==> config.mk <==
export PLATFORM = sky130hd
export DESIGN_NAME = multicycle_control
export DESIGN_NICKNAME = d
export VERILOG_FILES = /design/src/rtl/cpu_ctrl_pkg.sv /design/src/rtl/opclass_decode.sv /design/src/rtl/multicycle_control.sv
export SDC_FILE = /design/constraint.sdc
export NUM_CORES = 1
export LEC_CHECK = 0
export ABC_CLOCK_PERIOD_IN_PS = 5050
export BUFFER_PORTS_ARGS = -buffer_cell sky130_fd_sc_hd__buf_2
export CORE_MARGIN = 4
export CORE_UTILIZATION = 35
export CTS_BUF_LIST = sky130_fd_sc_hd__clkbuf_4
export DETAILED_ROUTE_END_ITERATION = 8
export HOLD_SLACK_MARGIN = 0.05
export SLEW_MARGIN = 40
export SYNTH_ARGS = -nofsm -noshare
export SYNTH_HDL_FRONTEND = slang
export SYNTH_SLANG_ARGS = --single-unit
export TNS_END_PERCENT = 10
==> constraint.sdc <==
create_clock -name clk -period 5.05 [get_ports clk]
set_input_delay 0.2525 -clock clk [delete_from_list [all_inputs] [get_ports clk]]
set_output_delay 0.2525 -clock clk [all_outputs]
set_load 0.1 [all_outputs]
==> src/rtl/cpu_ctrl_pkg.sv <==
// Shared control definitions for the multi-cycle CPU: FSM states, instruction
// classes, opcode/funct constants and datapath select encodings.
package cpu_ctrl_pkg;

    typedef enum logic [3:0] {
        S_FETCH, S_DECODE, S_EXEC_R, S_EXEC_I, S_ALU_WB, S_MEM_ADDR,
        S_MEM_RD, S_MEM_WB, S_MEM_WR, S_BRANCH, S_JUMP, S_JREG
    } state_t;

    typedef enum logic [3:0] {
        C_RALU, C_ADDI, C_XORI, C_LW, C_SW, C_BNE, C_J, C_JAL, C_JR, C_ILLEGAL
    } opclass_t;

    localparam logic [5:0] OP_RTYPE = 6'b000000;
    localparam logic [5:0] OP_LW    = 6'b100011;
    localparam logic [5:0] OP_SW    = 6'b101011;
    localparam logic [5:0] OP_J     = 6'b000010;
    localparam logic [5:0] OP_JAL   = 6'b000011;
    localparam logic [5:0] OP_BNE   = 6'b000101;
    localparam logic [5:0] OP_ADDI  = 6'b001000;
    localparam logic [5:0] OP_XORI  = 6'b001110;

    localparam logic [5:0] FN_ADD   = 6'b100000;
    localparam logic [5:0] FN_SUB   = 6'b100010;
    localparam logic [5:0] FN_SLT   = 6'b101010;
    localparam logic [5:0] FN_JR    = 6'b001000;

    localparam logic [2:0] ALU_ADD  = 3'b000;
    localparam logic [2:0] ALU_SUB  = 3'b001;
    localparam logic [2:0] ALU_XOR  = 3'b010;
    localparam logic [2:0] ALU_SLT  = 3'b011;

    localparam logic [1:0] ALUB_REG    = 2'b00;
    localparam logic [1:0] ALUB_FOUR   = 2'b01;
    localparam logic [1:0] ALUB_IMM    = 2'b10;
    localparam logic [1:0] ALUB_BRANCH = 2'b11;

    localparam logic [1:0] PC_ALU    = 2'b00;
    localparam logic [1:0] PC_ALUOUT = 2'b01;
    localparam logic [1:0] PC_JUMP   = 2'b10;
    localparam logic [1:0] PC_REGA   = 2'b11;

endpackage

==> src/rtl/opclass_decode.sv <==
// Combinational instruction classifier: opcode/funct to instruction class,
// plus the ALU operation an R-type ALU instruction needs.
module opclass_decode
    import cpu_ctrl_pkg::*;
(
    input  logic [31:0] i_instruction,
    output opclass_t    o_class,
    output logic [2:0]  o_r_aluop
);

    logic [5:0] w_op;
    logic [5:0] w_fn;
    logic       w_unused_bits;

    assign w_op          = i_instruction[31:26];
    assign w_fn          = i_instruction[5:0];
    assign w_unused_bits = ^i_instruction[25:6];

    always_comb begin
        o_class   = C_ILLEGAL;
        o_r_aluop = ALU_ADD;
        case (w_op)
            OP_RTYPE: begin
                case (w_fn)
                    FN_ADD: begin o_class = C_RALU; o_r_aluop = ALU_ADD; end
                    FN_SUB: begin o_class = C_RALU; o_r_aluop = ALU_SUB; end
                    FN_SLT: begin o_class = C_RALU; o_r_aluop = ALU_SLT; end
                    FN_JR:  o_class = C_JR;
                    default: o_class = C_ILLEGAL;
                endcase
            end
            OP_LW:   o_class = C_LW;
            OP_SW:   o_class = C_SW;
            OP_J:    o_class = C_J;
            OP_JAL:  o_class = C_JAL;
            OP_BNE:  o_class = C_BNE;
            OP_ADDI: o_class = C_ADDI;
            OP_XORI: o_class = C_XORI;
            default: o_class = C_ILLEGAL;
        endcase
    end

endmodule

==> src/rtl/multicycle_control.sv <==
// Multi-cycle CPU control FSM: sequences fetch/decode/execute/memory/writeback,
// drives every datapath select and strobe, and counts retired instructions.
module multicycle_control
    import cpu_ctrl_pkg::*;
#(
    parameter int CNT_W = 32
) (
    input  logic             clk,
    input  logic             reset,
    input  logic [31:0]      instruction,
    input  logic             zero,
    input  logic             mem_ready,
    output logic             pc_we,
    output logic             ir_we,
    output logic             reg_we,
    output logic             mem_re,
    output logic             mem_we,
    output logic             iord,
    output logic             regdst,
    output logic             memtoreg,
    output logic             jal,
    output logic             alusrc_a,
    output logic [1:0]       alusrc_b,
    output logic             ext_zero,
    output logic [2:0]       aluop,
    output logic [1:0]       pcsrc,
    output logic             illegal,
    output logic [CNT_W-1:0] retired
);

    state_t     r_state;
    state_t     w_next;
    opclass_t   w_class;
    logic [2:0] w_r_aluop;
    logic       w_retire;
    logic [CNT_W-1:0] r_retired;

    opclass_decode u_decode (
        .i_instruction (instruction),
        .o_class       (w_class),
        .o_r_aluop     (w_r_aluop)
    );

    always_ff @(posedge clk) begin
        if (reset) begin
            r_state   <= S_FETCH;
            r_retired <= '0;
        end else begin
            r_state <= w_next;
            if (w_retire) r_retired <= r_retired + CNT_W'(1);
        end
    end

    assign retired = r_retired;

    // DECODE only returns to FETCH on an illegal encoding, which does not retire.
    assign w_retire = (w_next == S_FETCH) && (r_state != S_FETCH) && (r_state != S_DECODE);

    always_comb begin
        w_next   = r_state;
        pc_we    = 1'b0;
        ir_we    = 1'b0;
        reg_we   = 1'b0;
        mem_re   = 1'b0;
        mem_we   = 1'b0;
        iord     = 1'b0;
        regdst   = 1'b0;
        memtoreg = 1'b0;
        jal      = 1'b0;
        alusrc_a = 1'b0;
        alusrc_b = ALUB_REG;
        ext_zero = 1'b0;
        aluop    = ALU_ADD;
        pcsrc    = PC_ALU;
        illegal  = 1'b0;
        case (r_state)
            S_FETCH: begin
                mem_re   = 1'b1;
                alusrc_b = ALUB_FOUR;
                ir_we    = mem_ready;
                pc_we    = mem_ready;
                if (mem_ready) w_next = S_DECODE;
            end
            S_DECODE: begin
                alusrc_b = ALUB_BRANCH;
                case (w_class)
                    C_RALU:         w_next = S_EXEC_R;
                    C_ADDI, C_XORI: w_next = S_EXEC_I;
                    C_LW, C_SW:     w_next = S_MEM_ADDR;
                    C_BNE:          w_next = S_BRANCH;
                    C_J, C_JAL:     w_next = S_JUMP;
                    C_JR:           w_next = S_JREG;
                    default: begin
                        illegal = 1'b1;
                        w_next  = S_FETCH;
                    end
                endcase
            end
            S_EXEC_R: begin
                alusrc_a = 1'b1;
                aluop    = w_r_aluop;
                w_next   = S_ALU_WB;
            end
            S_EXEC_I: begin
                alusrc_a = 1'b1;
                alusrc_b = ALUB_IMM;
                if (w_class == C_XORI) begin
                    aluop    = ALU_XOR;
                    ext_zero = 1'b1;
                end
                w_next = S_ALU_WB;
            end
            S_ALU_WB: begin
                reg_we = 1'b1;
                regdst = (w_class == C_RALU);
                w_next = S_FETCH;
            end
            S_MEM_ADDR: begin
                alusrc_a = 1'b1;
                alusrc_b = ALUB_IMM;
                w_next   = (w_class == C_SW) ? S_MEM_WR : S_MEM_RD;
            end
            S_MEM_RD: begin
                iord   = 1'b1;
                mem_re = 1'b1;
                if (mem_ready) w_next = S_MEM_WB;
            end
            S_MEM_WB: begin
                reg_we   = 1'b1;
                memtoreg = 1'b1;
                w_next   = S_FETCH;
            end
            S_MEM_WR: begin
                iord   = 1'b1;
                mem_we = 1'b1;
                if (mem_ready) w_next = S_FETCH;
            end
            S_BRANCH: begin
                alusrc_a = 1'b1;
                aluop    = ALU_SUB;
                pcsrc    = PC_ALUOUT;
                pc_we    = ~zero;
                w_next   = S_FETCH;
            end
            S_JUMP: begin
                pcsrc  = PC_JUMP;
                pc_we  = 1'b1;
                if (w_class == C_JAL) begin
                    jal    = 1'b1;
                    reg_we = 1'b1;
                end
                w_next = S_FETCH;
            end
            S_JREG: begin
                pcsrc  = PC_REGA;
                pc_we  = 1'b1;
                w_next = S_FETCH;
            end
            default: w_next = S_FETCH;
        endcase
        // Reset wins over whatever the current state would strobe this cycle.
        if (reset) begin
            pc_we   = 1'b0;
            ir_we   = 1'b0;
            reg_we  = 1'b0;
            mem_re  = 1'b0;
            mem_we  = 1'b0;
            illegal = 1'b0;
        end
    end

endmodule

Word-level counts from Yosys, hierarchy flattened
Cells that the tools add are included.
{"block": "word_totals", "regBits": 36, "latchBits": 0, "mem_bits_rw": 0, "rom_bits": 0, "in_bits": 36, "memories": 0}
{"block": "classes", "add_sub_neg": 1, "n_mul": 0, "n_div": 0, "magnitude_cmp": 0, "n_eq_ne": 31, "shifts": 0, "muxes": 35, "bitwise": 1, "n_reduce_logical": 19}
{"operator": "4-bit case mux with 6 select lines", "n": 2}
{"operator": "32-bit by 1-bit adder with 32-bit output (second input constant)", "n": 1}
{"operator": "4-bit by 3-bit equality test with 1-bit output (second input constant)", "n": 8}
{"operator": "4-bit case mux with 8 select lines", "n": 1}
{"operator": "6-bit equality test (second input constant)", "n": 5}
{"operator": "4-bit equality test (second input constant)", "n": 5}
{"operator": "1-bit two-way mux", "n": 19}
{"operator": "6-bit by 4-bit equality test with 1-bit output (second input constant)", "n": 3}
{"operator": "2-bit OR reduction", "n": 9}
{"operator": "4-bit by 2-bit equality test with 1-bit output (second input constant)", "n": 4}
{"operator": "4-bit two-way mux", "n": 4}
{"operator": "6-bit by 2-bit equality test with 1-bit output (second input constant)", "n": 2}
{"operator": "4-bit logical NOT", "n": 3}
{"operator": "2-bit case mux with 3 select lines", "n": 2}
{"operator": "3-bit case mux with 3 select lines", "n": 1}
{"operator": "9-bit OR reduction", "n": 1}
{"operator": "4-bit by 1-bit equality test with 1-bit output (second input constant)", "n": 2}
{"operator": "4-bit case mux with 2 select lines", "n": 1}
{"operator": "6-bit by 3-bit equality test with 1-bit output (second input constant)", "n": 1}
{"operator": "6-bit logical NOT", "n": 1}
{"operator": "4-bit by 1-bit != test with 1-bit output (second input constant)", "n": 1}
{"operator": "2-bit case mux with 2 select lines", "n": 1}
{"operator": "4-bit nonzero test", "n": 1}
{"operator": "4-bit OR reduction", "n": 1}
{"operator": "7 further kinds", "n": 8}

Logic depth before layout (Yosys ltp)
{"block": "logic_depth", "ltp_word": 11, "depth_mapped": 7, "depth_no_buf": 6}

Hierarchy
Synthesis repeated with hierarchy kept, for this count alone.
{"block": "hier_totals", "hier_cells": 326, "area_unflattened_um2": 2368.5}
{"module": "multicycle_control", "instances": 1, "cells_each": 289, "area_each_um2": 2144.6}
{"module": "opclass_decode", "instances": 1, "cells_each": 37, "area_each_um2": 224.0}

Worst setup path after synthesis
No wires, ideal clock.
{"block": "synth_timing", "kind": "flip-flop to output port", "from": "register r_state[1]", "to": "output illegal", "t_arrival_ns": 5.492, "slack_ns": -0.694, "path_stages_with_launch": 5, "n_path_buf": 1, "cell_sequence": "dfxtp_1 > clkbuf_1 > nor3_1 > nand3b_1 > a311oi_1"}
{"block": "synth_between", "elab_chain_len": 3}
{"element": "start: declaration", "line_no": "multicycle_control.sv:31", "text": "state_t r_state;"}
{"element": "start signal: assignment", "line_no": "multicycle_control.sv:49", "text": "r_state <= w_next;"}
{"element": "4-bit by 1-bit equality test with 1-bit output", "line_no": "multicycle_control.sv:76", "text": "case (r_state)"}
{"element": "1-bit two-way mux", "line_no": "multicycle_control.sv:76"}
{"element": "1-bit two-way mux", "line_no": "multicycle_control.sv:162", "text": "if (reset) begin"}
{"element": "end: declaration", "line_no": "multicycle_control.sv:27", "text": "output logic illegal,"}
No other way between the ends.

Final worst setup path
{"block": "layout_timing", "from": "register r_state[1]", "to": "output reg_we"}
{"block": "layout_between", "elab_chain_len": 4, "word_cells_on_any_way": 6, "cone_classes": "eq/ne: 3; mux: 2; reduce/logical: 1"}
{"element": "4-bit by 3-bit equality test with 1-bit output", "line_no": "multicycle_control.sv:76"}
{"element": "2-bit OR reduction (no line)"}
{"element": "1-bit case mux with 2 select lines (*)", "line_no": "multicycle_control.sv:76"}
{"element": "1-bit two-way mux (*)", "line_no": "multicycle_control.sv:162"}
{"element": "end: declaration", "line_no": "multicycle_control.sv:15", "text": "output logic reg_we,"}
Every way passes the cells marked *; elsewhere a longest branch is shown, timed or not.

==> results by group <==
Run status
  • Status: finished clean

Worst setup path
  • Startpoint Class: flop
  • Kind of critical path: flop to primary output
  • Crit end category: primary output
  • CP endpoint: reg_we
  • Reg2reg end: retired[28]$_SDFFE_PP0P_
  • Crit path max fanout: 14
  • Reg-to-Reg Start: retired[7]$_SDFFE_PP0P_
  • Crit path from: r_state[1]$_SDFF_PP0_
  • FF-to-FF setup slack: 2.69 ns
  • Worst EP arrival: around 2.7 ns
  • Worst-case reg-to-reg path depth: 5
  • CP required: 4.80 ns

Clock network
  • H-tree depth: 2
  • Post-CTS Setup Repair Bufs: 0
  • Num CTS Buffers: 5
  • # clock sinks: 36
  • CTS resizes: 0
  • Root buffer cell: clkbuf_4
  • Hold-fix buffers at CTS: 0
  • Clk buf depth: 2
  • Clock transition at path regs: approximately 0.1 ns
  • Worst-Skew Late Latency: 0.34 ns
  • CTS tree: built

Logic synthesis
  • Async S/R FF share, synth: 0%
  • Seq/Total Area, Yosys: 30.3%
  • Synth unique cells: between 50 and 60
  • Post-synth top flop: dfxtp_1
  • Ranking of synthesized cells by area: dfxtp_1 (30%), nor2_1 (5.7%), a21oi_1 (4.6%), o21ai_0 (4.0%), mux2_2 (3.8%)
  • Total number of yosys warnings: 0
  • Largest area contributor in the netlist: dfxtp_1
  • FF+latch count, synth: 36
  • Mapped cell area: 2380 µm²
  • Synth Instances: approximately 310
  • Synth Area per Inst: ~7.6 µm²
  • Post-synth EDFFs: 0
  • Top-area cell type share of the netlist area: about 30%
  • Post-Syn Nets: approximately 350

Route
  • TritonRoute pass-1 iters: 4
  • Via Count: between 2000 and 2500
  • Routed WL per cell: ~13 µm
  • Post-Route WL: approximately 6.0 mm
  • Starting DRT DRC Count: around 100
  • Post-DRT Antenna Nets: 0
  • Vias/cell: approximately 5.5
  • Remaining DRCs: 0

Job
  • Maxcap violations: 0

Die
  • # rows: 29
  • Die extent in y: roughly 90 µm
  • DIE WIDTH: roughly 90 µm
  • Die ar.: around 8000 µm²
  • Core Footprint: around 6500 µm²
  • Initial core utilization: a little under two fifths
  • Io pins: just under 90

STA
  • Final Max Tran Viols: 0
  • Slew @ Worst Pin: around 0.7 ns
  • Hold Vio Cnt, Final: 0
  • Post-layout minimum cycle time: just under 3 ns
  • RSZ-0062 raised after global routing: no
  • Tcrit/Tclk final: between 50% and 60%
  • Final TNS setup: 0 ns
  • Final WS setup: between 2 and 2.5 ns
  • Max_slew headroom: 53.8%
  • Final Skew: between 0.01 and 0.015 ns
  • Endpoints failing setup: 0
  • Max Fclk: ~0.34 GHz

GRT
  • Congestion Overflow GR: 0
  • Pin count of the biggest net entering global routing: 29
  • First-pass GRT wire length: a little over 10 mm
  • Vias in the first global route: between 2000 and 2500
  • Antenna violations before repair: 0
  • Total GRT Usage: approximately 15%

Placed design
  • Dpl hpwl: 4.49 mm
  • RePlAce Congestion: 0.859
  • Pre-CTS setup slack: approximately 2.5 ns
  • I/O Buffers: 65

Final layout
  • FF/Latch Area: 721 µm²
  • Layout Area Growth over Synthesis: 17.6%
  • Ratio of cells with drive above 1 in the final layout: between 20% and 30%
  • Nets@finish: about 400
  • Antenna cells: 0
  • Filler cell count: ~700
  • Area taken by multi-input logic gates: between 1500 and 2000 µm²

Pwr
  • Peak supply drop: around 0.000063 V
  • Pwr/cell area: approximately 190 nW/µm²
  • Static leakage: approximately 1.1 nW

Worst hold path
  • Hold Crit Class: input port to flop
[final cells by class]
class                      instances  area share, %
clock buffer                       6           1.61
clock inverter                     1          0.179
inverter                           8           1.07
multi-input combinational        249           55.3
sequential                        36           25.8
tap                               77           3.44
timing repair buffer              66           12.6
[registers in the layout, indices dropped and copies added, names as in the netlist]
name / flops
retired: 32
r_state: 4
[Yosys cell counts (2+ instances only)]
master,count
nand4_1,13
clkbuf_1,10
buf_2,6
or4_1,2
or2_2,2
mux2_2,8
nand4b_1,2
and2_1,3
a21oi_1,22
nand3_1,16
a21o_1,3
nor2_1,36
dfxtp_1,36
o211ai_1,2
inv_1,8
nand2_1,17
a31o_2,4
nor4_1,7
nor2b_1,14
nand3b_1,3
o21bai_1,3
o32ai_1,2
nor4_2,2
or3_1,14
o21ai_0,19
nor3b_1,3
nand2b_1,9
xor2_1,3
and3b_1,3
nor3_1,6
xnor2_1,7
and3_1,4
[per-stage QoR]
stage	hold WS, ns	utilization, %	cell area (µm²)	instances	power [mW]
2_1_floorplan	0.402	-	2380	311	0.357
3_3_place_gp	0.482	42.1	2720	435	0.373
3_5_place_dp	0.486	42.5	2750	436	0.376
4_1_cts	0.209	43.3	2800	443	0.527
5_1_grt	0.228	43.3	2800	443	0.541
6_report	0.227	43.3	2800	443	0.523
[layer usage]
layer  track usage [%]  vias up  wire length (µm)
met4              3.44        0                51
met3              3.25        5               253
met2              23.6       54              2750
met1              19.6     1123              2920
li1                  -     1249                 -
met5                 0        -                 0
[power by group]
group	switching, mW	internal [mW]
clock	0.0967	0.0567
sequential	0.00282	0.285
combinational	0.0593	0.0227
[cells in the final DEF, fill, tap and decap left out, types with 2 or more instances in the layout]
cell | netlist | final
nand3_1 | 16 | 16
inv_1 | 8 | 8
and3_1 | 4 | 4
nand2_1 | 17 | 17
nor3b_1 | 3 | 3
nor4_1 | 7 | 7
a21o_1 | 3 | 3
nor2b_1 | 14 | 14
buf_2 | 6 | 65
nand4b_1 | 2 | 2
and2_1 | 3 | 3
o21ai_0 | 19 | 19
nor4_2 | 2 | 2
xnor2_1 | 7 | 7
clkbuf_4 | 0 | 6
and3b_1 | 3 | 3
nand4_1 | 13 | 13
xor2_1 | 3 | 3
nand3b_1 | 3 | 3
o21bai_1 | 3 | 3
a31o_2 | 4 | 4
nor3_1 | 6 | 6
mux2_2 | 8 | 8
or4_1 | 2 | 2
or2_2 | 2 | 2
nand2b_1 | 9 | 9
nor2_1 | 36 | 36
o211ai_1 | 2 | 2
a21oi_1 | 22 | 22
dfxtp_1 | 36 | 36
or3_1 | 14 | 14
o32ai_1 | 2 | 2
[cell families after synthesis]
logic type / Yosys count / share of synthesized area, %
DFF: 36 / 30.3
adders and majority gates: 1 / 0.526
buffers and inverters: 26 / 4.89
muxes: 8 / 3.79
and+or+nand+nor: 159 / 37.6
AOI/OAI and AO/OA: 70 / 19.1
other: 1 / 0.158
xor gates and xnor gates: 10 / 3.68
[worst max-delay path: stages, from the launching register on]
cell       delay, ns
dfxtp_1         0.62
inv_1           0.24
nor2_1          0.32
nand4b_1        0.16
a2111oi_2       0.42
o21ba_2         0.19
buf_2           0.42
[worst min-delay path by stage]
stage	from	end	slack (ns)	depth (start not counted)
3_5_place_dp	retired[28]$_SDFFE_PP0P_	retired[28]$_SDFFE_PP0P_	0.49	2
6_report	mem_ready	r_state[0]$_SDFF_PP0_	0.23	3
2_1_floorplan	mem_ready	r_state[0]$_SDFF_PP0_	0.40	2
5_1_grt	mem_ready	r_state[0]$_SDFF_PP0_	0.23	3
3_3_place_gp	retired[28]$_SDFFE_PP0P_	retired[28]$_SDFFE_PP0P_	0.48	2
4_1_cts	mem_ready	r_state[0]$_SDFF_PP0_	0.21	3
No activity file was read; power rests on OpenSTA's default activity.
